### config.mk
export PLATFORM = sky130hd
export DESIGN_NAME = pipe_hazard_ctrl
export DESIGN_NICKNAME = d
export VERILOG_FILES = /design/src/rtl/pipe_ctrl_pkg.sv /design/src/rtl/sat_counter.sv /design/src/rtl/pipe_hazard_ctrl.sv
export SDC_FILE = /design/constraint.sdc
export NUM_CORES = 1
export LEC_CHECK = 0
export CAP_MARGIN = 30
export CORE_UTILIZATION = 45
export CTS_CLUSTER_DIAMETER = 80
export DETAILED_ROUTE_END_ITERATION = 6
export PLACE_DENSITY = 0.78
export SYNTH_ARGS = -nofsm -noshare
export SYNTH_HDL_FRONTEND = slang
export SYNTH_SLANG_ARGS = --single-unit
### constraint.sdc
create_clock -name clk -period 2.7 [get_ports clk]
set_input_delay 0.405 -clock clk [delete_from_list [all_inputs] [get_ports clk]]
set_output_delay 0.405 -clock clk [all_outputs]
set_load 0.02 [all_outputs]
### src/rtl/pipe_ctrl_pkg.sv
// Shared definitions for the pipeline hazard controller.
//   ctrl_state_e : hazard FSM state encoding (RUN=0, WAIT=1, ERR=2)
//   REG_ADDR_W   : register-address width used by the ID/EX comparators
//   TIMEOUT_DEF  : default maximum consecutive memory-wait cycles
//   CNT_W_DEF    : default width of the stall/flush statistics counters
package pipe_ctrl_pkg;

    localparam int unsigned REG_ADDR_W  = 3;
    localparam int unsigned TIMEOUT_DEF = 15;
    localparam int unsigned CNT_W_DEF   = 8;

    typedef enum logic [1:0] {
        RUN  = 2'd0,
        WAIT = 2'd1,
        ERR  = 2'd2
    } ctrl_state_e;

endpackage

### src/rtl/sat_counter.sv
// Saturating up-counter used for the hazard statistics.
//   clk   : rising-edge clock
//   rst   : asynchronous active-high reset, clears the count
//   inc   : advance the count by one (ignored once all-ones)
//   clear : synchronous clear, takes priority over inc
//   value : current count
module sat_counter #(
    parameter int unsigned WIDTH = 8
) (
    input  logic             clk,
    input  logic             rst,
    input  logic             inc,
    input  logic             clear,
    output logic [WIDTH-1:0] value
);

    logic [WIDTH-1:0] value_q;
    logic [WIDTH-1:0] value_d;

    always_comb begin
        value_d = value_q;
        if (clear) begin
            value_d = '0;
        end else if (inc && (value_q != '1)) begin
            value_d = value_q + 1'b1;
        end
    end

    always_ff @(posedge clk or posedge rst) begin
        if (rst) begin
            value_q <= '0;
        end else begin
            value_q <= value_d;
        end
    end

    assign value = value_q;

endmodule

### src/rtl/pipe_hazard_ctrl.sv
// Pipeline hazard controller: resolves memory freeze, taken branches and
// load-use hazards into pipeline-register write enables and bubble flushes,
// with a memory-wait watchdog that latches into a sticky error state.
//   clk, rst                     : clock, asynchronous active-high reset
//   id_rs1/id_rs2, id_useRs1/2   : ID-stage source registers and their use
//   ex_memRd, ex_rd              : EX-stage load flag and destination
//   branchTaken                  : EX-stage branch resolved taken
//   memReq, memReady             : MEM-stage request / data-memory ready
//   pcWr..memwbWr                : pipeline-register write enables
//   ifidFlush, idexFlush         : bubble insertion
//   memTimeout                   : sticky watchdog error flag
//   stallCnt, flushCnt           : saturating event counters
module pipe_hazard_ctrl
    import pipe_ctrl_pkg::*;
#(
    parameter int unsigned TIMEOUT = TIMEOUT_DEF,
    parameter int unsigned CNT_W   = CNT_W_DEF
) (
    input  logic                  clk,
    input  logic                  rst,
    input  logic [REG_ADDR_W-1:0] id_rs1,
    input  logic [REG_ADDR_W-1:0] id_rs2,
    input  logic                  id_useRs1,
    input  logic                  id_useRs2,
    input  logic                  ex_memRd,
    input  logic [REG_ADDR_W-1:0] ex_rd,
    input  logic                  branchTaken,
    input  logic                  memReq,
    input  logic                  memReady,
    output logic                  pcWr,
    output logic                  ifidWr,
    output logic                  idexWr,
    output logic                  exmemWr,
    output logic                  memwbWr,
    output logic                  ifidFlush,
    output logic                  idexFlush,
    output logic                  memTimeout,
    output logic [CNT_W-1:0]      stallCnt,
    output logic [CNT_W-1:0]      flushCnt
);

    localparam int unsigned WAIT_W = (TIMEOUT < 1) ? 1 : $clog2(TIMEOUT + 1);

    ctrl_state_e       state_q, state_d;
    logic [WAIT_W-1:0] wcnt_q, wcnt_d;

    logic freeze;
    logic load_use;
    logic stall_inc;
    logic flush_inc;

    assign freeze   = memReq && !memReady;
    // R0 is hard-wired zero, so a load targeting it never creates a dependency.
    assign load_use = ex_memRd && (ex_rd != '0) &&
                      ((id_useRs1 && (id_rs1 == ex_rd)) ||
                       (id_useRs2 && (id_rs2 == ex_rd)));

    always_comb begin
        pcWr      = 1'b0;
        ifidWr    = 1'b0;
        idexWr    = 1'b0;
        exmemWr   = 1'b0;
        memwbWr   = 1'b0;
        ifidFlush = 1'b0;
        idexFlush = 1'b0;
        stall_inc = 1'b0;
        flush_inc = 1'b0;
        state_d   = state_q;
        wcnt_d    = wcnt_q;

        // Outputs are forced idle for as long as reset is held.
        if (!rst) begin
            case (state_q)
                RUN, WAIT: begin
                    if (freeze) begin
                        stall_inc = 1'b1;
                    end else if (branchTaken) begin
                        {pcWr, ifidWr, idexWr, exmemWr, memwbWr} = '1;
                        ifidFlush = 1'b1;
                        idexFlush = 1'b1;
                        flush_inc = 1'b1;
                    end else if (load_use) begin
                        {idexWr, exmemWr, memwbWr} = '1;
                        idexFlush = 1'b1;
                        stall_inc = 1'b1;
                    end else begin
                        {pcWr, ifidWr, idexWr, exmemWr, memwbWr} = '1;
                    end

                    if (state_q == RUN) begin
                        if (freeze) begin
                            state_d = WAIT;
                            wcnt_d  = WAIT_W'(1);
                        end
                    end else begin
                        if (!freeze) begin
                            state_d = RUN;
                            wcnt_d  = '0;
                        end else if (wcnt_q == WAIT_W'(TIMEOUT)) begin
                            state_d = ERR;
                        end else begin
                            wcnt_d = wcnt_q + 1'b1;
                        end
                    end
                end
                default: begin
                    state_d = ERR;
                end
            endcase
        end
    end

    always_ff @(posedge clk or posedge rst) begin
        if (rst) begin
            state_q <= RUN;
            wcnt_q  <= '0;
        end else begin
            state_q <= state_d;
            wcnt_q  <= wcnt_d;
        end
    end

    assign memTimeout = (state_q == ERR);

    sat_counter #(.WIDTH(CNT_W)) u_stall_cnt (
        .clk   (clk),
        .rst   (rst),
        .inc   (stall_inc),
        .clear (1'b0),
        .value (stallCnt)
    );

    sat_counter #(.WIDTH(CNT_W)) u_flush_cnt (
        .clk   (clk),
        .rst   (rst),
        .inc   (flush_inc),
        .clear (1'b0),
        .value (flushCnt)
    );

endmodule

======== Word level (Yosys, flattened, before mapping) ========
Cells that the tools add are included.
storage, ports and cells
  register bits after elaboration ......... 22
  latch bits .............................. 0
  bits in writable memories ............... 0
  ROM bits ................................ 0
  output and inout port bits .............. 24
  memories kept ........................... 0
cells by class
  add/subtract/negate cells ............... 3
  $mul .................................... 0
  div/mod/pow operators ................... 0
  $lt $le $gt $ge ......................... 0
  equality and inequality tests ........... 11
  shift operators ......................... 0
  mux-type cells .......................... 30
  bitwise operators ....................... 1
  reduce and logical (&&, ||, !) cells .... 14
operators with widths
  kind                                           count
  two-way mux 1 bit                              21
  adder 8 x 1 -> 8 bit, second input constant    2
  two-way mux 4 bit                              4
  != test 8 bit, second input constant           2
  two-way mux 2 bit                              5
  logical AND 1 bit                              7
  == test 3 bit                                  2
  != test 3 bit, second input constant           2
  adder 4 x 1 -> 4 bit, second input constant    1
  == test 4 bit, second input constant           1
  != test 4 bit, second input constant           1
  AND reduction 4 bit                            1
  AND reduction 3 bit                            1
  nonzero test 3 bit                             1
  == test 2 x 1 -> 1 bit, second input constant  1
  == test 2 bit, second input constant           1
  logical NOT 2 bit                              1
  != test 2 bit, second input constant           1
  OR reduction 2 bit                             1
  logical NOT 1 bit                              1
  logical OR 1 bit                               1
  NOT 1 bit                                      1

======== Depth between registers and ports, before layout ========
  depth after elaboration ................. 10
  mapped depth ............................ 6
  gate-level depth less buffers ........... 6

======== Modules after synthesis ========
From an unflattened synthesis, not the netlist that was laid out.
unflattened totals
  cell total of the unflattened synthesis .. 154
  area total of the unflattened synthesis .. 1,546.5 sq um
by module, submodules not included
  module            instances  cells each  area each (sq um)  sequential area each (sq um)
  sat_counter       2          49          504.2              200.2
  pipe_hazard_ctrl  1          56          538.0              150.1

======== Least setup slack after synthesis ========
OpenSTA, ideal clock, no wires.
  path type ............................... register to register
  start ................................... register u_stall_cnt.value_q[0] (netlist: u_stall_cnt.value[0])
  end ..................................... register u_stall_cnt.value_q[1] (netlist: u_stall_cnt.value[1])
  library setup time ...................... 125 ps
  arrival time ............................ 1,947 ps
  setup slack ............................. 628 ps
  stages on the path, launching flop included .. 7
  buffers on the path ..................... 0
  period minus slack after synthesis ...... 2,072 ps
  path through ............................ dfrtp_1 > ha_1 > and3_1 > a31o_4 > a2111oi_4 > nor2_2 > mux2_4
between the ends
  cells in the longest elaborated chain, start to end .. 2
  elaborated cells between the ends (all ways) .. 3
  those cells by class .................... add/sub: 1; eq/ne: 1; reduce/logical: 1
RTL lines
  item                                                                          line               text
  from (decl)                                                                   sat_counter.sv:17  logic [WIDTH-1:0] value_q;
  from (signal assigned)                                                        sat_counter.sv:33  value_q <= value_d;
  parallel branches: the longest is 2 deep, another holds adder 8 x 1 -> 8 bit  --
Parallel ways; which one is timed is not known.
A chain may end at the register's enable or synchronous reset.

======== Final worst setup path ========
  start ................................... input port ex_rd[0]
  end ..................................... output port idexFlush
between the ends
  cells in the longest elaborated chain, start to end .. 9
  elaborated cells between the ends (all ways) .. 13
  those cells by class .................... eq/ne: 2; mux: 5; reduce/logical: 6
RTL lines
  item                                         line                                            text
  from (decl)                                  pipe_hazard_ctrl.sv:26                          input logic [REG_ADDR_W-1:0] ex_rd,
  == test 3 bit, on equally long branches      pipe_hazard_ctrl.sv:55, pipe_hazard_ctrl.sv:56
  logical AND 1 bit, on equally long branches  pipe_hazard_ctrl.sv:55, pipe_hazard_ctrl.sv:56
  logical OR 1 bit                             pipe_hazard_ctrl.sv:55                          ((id_useRs1 && (id_rs1 == ex_rd)) ||
  logical AND 1 bit (*)                        pipe_hazard_ctrl.sv:54                          assign load_use = ex_memRd && (ex_rd != '0) &&
  two-way mux 1 bit (*)                        pipe_hazard_ctrl.sv:82                          end else if (load_use) begin
  two-way mux 1 bit (*)                        pipe_hazard_ctrl.sv:77                          end else if (branchTaken) begin
  two-way mux 1 bit (*)                        pipe_hazard_ctrl.sv:75                          if (freeze) begin
  two-way mux 1 bit (*)                        pipe_hazard_ctrl.sv:73                          case (state_q)
  two-way mux 1 bit (*)                        pipe_hazard_ctrl.sv:72                          if (!rst) begin
  to (decl)                                    pipe_hazard_ctrl.sv:36                          output logic idexFlush,
Mark *: on every way between the ends. The rest lies on a longest branch, timed or not.

==> impl_metrics.csv <==
group,metric,value,unit
synthesis,synth_most_common_cell,"dfrtp_1",
clock_tree,cts_made_buffers,3,
synthesis,ys_top_cells_by_area,"dfrtp_1, xnor2_1, o2111ai_1, ha_1, nand2_1",
sta,relSlewSlack,62.95,%
global_routing,grt_pass1_wl,4181,um
layout,synthToLayoutAreaGrowth,38.61,%
sta,fin_skew,0.003020,ns
synthesis,synth_cell_types,34,
synthesis,postSynth.asyncResetShare,100.0,%
pwr,power,1.208,mW
place,place_hpwl,2141,um
clock_tree,numClockSinks,22,
synthesis,synth_xor_area_share,14.63,%
run_status,status,"complete, no violations",
worst_setup_path,critical_path_required,2.30,ns
place,place.gp.congestion,0.8696,
routing,ant_nets,0,
floorplanning,rows,18,
synthesis,synth_common_cells,"dfrtp_1, xnor2_1, nand2_1, nor2_1",
synthesis,synth_top_cell_area_share,43.78,%
synthesis,yosys.area.top_type,"dfrtp_1",
worst_setup_path,cp-end-kind,"output pin",
routing,drc,0,
floorplanning,die_x,54.86,um
synthesis,synth_top_family_by_area,"compound AO/OA/AOI/OAI gates",
synthesis,yosysSeqAreaShare,43.78,%
synthesis,avgSynthCellArea,9.980,um^2
global_routing,grt_max_degree,23,
global_routing,track_usage,19.90,%
pwr,p_leak,0.7414,nW
synthesis,synthCells,126,
routing,wl_per_cell,13.88,um
sta,hold_violations,0,
worst_setup_path,path_cells,"clkdlybuf4s50_1 -> xnor2_1 -> nand4_1 -> a21oi_1 -> nor2_1 -> nor2_1 -> clkdlybuf4s50_1",
worst_setup_path,cp.arrival,2.17,ns
routing,drt_iter0_drc,19,
routing,vias,1113,
layout,diodes,0,
clock_tree,clk_pin_slew,0.12,ns
clock_tree,cts_htree_levels,1,
layout,multi_input_area,654.4,um^2
routing,dr.pass1.iters,4,
sta,fin_crit,2.573,ns
floorplanning,coreArea,2567,um^2
clock_tree,insertion_delay,0.30,ns
worst_setup_path,cp-start-kind,"input pin",
worst_setup_path,crit_type,"in -> out",
clock_tree,post_cts_buffers,0,
layout,drive_gt1_share,9.412,%
sta,fmax,388.7,MHz
layout,fillers,209,
sta,min_period_over_period,95.28,%
synthesis,muxShareOfSynthArea,1.194,%
clock_tree,clockRootBuffer,"clkbuf_4",
sta,tightestPinTransition,0.5552,ns
hold_path,min_path_type,"reg -> reg",
worst_setup_path,cp_max_fo,3,
layout,finalNetCount,191,
pwr,p_per_area,692.9,nW/um^2
routing,via_per_inst,5.565,
pwr,ir_drop,0.7581,mV
clock_tree,cts_buffer_depth,2,
synthesis,ys_ff_latch,22,
clock_tree,cts_resized,0,
sta,tns,0,ns
worst_setup_path,max_stage_delay,0.60,ns
sta,setup_violations,0,
job,drv_cap,0,
synthesis,synth_compound_area_share,16.82,%
worst_setup_path,slowest_stage,"clkdlybuf4s50_1",
routing,wl,2776,um
sta,rsz0062_at_grt,"no",
synthesis,synth-edff-count,0,
floorplanning,start_util,48.98,%
synthesis,synth_nets,146,
layout,seqCellArea,550.5,um^2
global_routing,antenna_found_initial,0,
sta,slew_viol_final,0,
floorplanning,die_h,54.86,um
synthesis,synth_simple_gate_area_share,16.42,%
synthesis,synth_flop_cell,"dfrtp_1",
clock_tree,hold_buffers,0,
clock_tree,cts_tree,"built",
synthesis,yosys.area_share.adder,2.985,%
global_routing,overflow,0,
synthesis,yosysWarnings,0,
floorplanning,io_pins,41,
global_routing,first_global_vias,1003,
place,io_buffers,40,
floorplanning,die_area,3010,um^2
synthesis,netlist_area,1257,um^2
-- cells by family (layout without fill, tap and decap cells) --
family,count (synthesis),after routing
simple gates,41,41
compound gates,27,27
fa+ha+maj,3,3
buf+inv,11,55
xor+xnor,21,21
mux,1,1
flops,22,22
-- cell type report --
class	instances	area share, %
Tap cell	30	2.154
Sequential cell	22	31.59
Multi-Input combinational cell	93	37.54
Clock buffer	4	2.082
Timing Repair Buffer	46	25.56
Inverter	5	1.077
-- flip-flops by register name, summed over array words and instances (netlist names) --
signal	flops
u_flush_cnt.value	8
u_stall_cnt.value	8
wcnt_q	4
state_q	2
-- critical path: cells and delay by family --
kind                   cells  cell delay, ns
AND/OR/NAND/NOR            3            0.27
XOR/XNOR                   1            0.15
AO/OA/AOI/OAI              1            0.20
buffers and inverters      2            1.14
-- stage by stage --
| stage | area [um^2] | hold slack (ns) | cells | util [%] | worst slack, ns |
|---|---|---|---|---|---|
| detailed placement | 1707 | 0.4849 | 196 | 66.47 | 0.1226 |
| global route | 1743 | 0.5381 | 200 | 67.88 | 0.002326 |
| finish | 1743 | 0.5029 | 200 | 67.88 | 0.1274 |
| floorplan | 1257 | 0.4028 | 126 | - | 0.6282 |
| CTS | 1743 | 0.5044 | 200 | 67.88 | 0.1140 |
| global placement | 1707 | 0.4835 | 196 | 66.47 | 0.1631 |
-- cell usage in the layout, fill, tap and decap left out, types with 2 or more instances in the layout --
master           instances
a21oi_1                  5
and3_1                   4
buf_4                    6
clkbuf_4                 3
clkdlybuf4s50_1         40
dfrtp_1                 22
ha_1                     3
inv_1                    5
nand2_1                  9
nand3_1                  4
nand4_1                  5
nor2_1                   9
nor2b_1                  2
nor3_1                   3
o2111ai_1                5
o21ai_0                  5
o21ai_1                  2
xnor2_1                 18
xor2_1                   3
-- layer usage --
metal,global-route usage [%],vias up,part of all wire (%)
li1,-,540,-
met1,22.97,538,44
met2,36.35,33,50
met3,3.056,2,5.7
met4,7.265,0,0.94
met5,0,-,0
-- worst paths after layout --
kind                                 startpoint              endpoint  slack [ns]  depth (start not counted)
setup / recovery                       ex_rd[0]             idexFlush        0.13                          7
setup reg to reg           u_stall_cnt.value[0]  u_stall_cnt.value[1]        0.58                          6
min in group asynchronous                   rst  u_stall_cnt.value[5]        0.55                          3
max in group asynchronous                   rst  u_flush_cnt.value[3]        1.93                          3
hold reg to reg            u_flush_cnt.value[7]  u_flush_cnt.value[7]        0.50                          1
hold / removal             u_flush_cnt.value[7]  u_flush_cnt.value[7]        0.50                          1
-- where the power goes --
group          leakage [nW]  internal, mW  switching, mW
combinational         0.435         0.262          0.234
clock                0.0210        0.0821         0.0975
sequential            0.286         0.415          0.116
total                 0.741         0.760          0.448
Note: power is estimated with default switching activity, not from simulation.
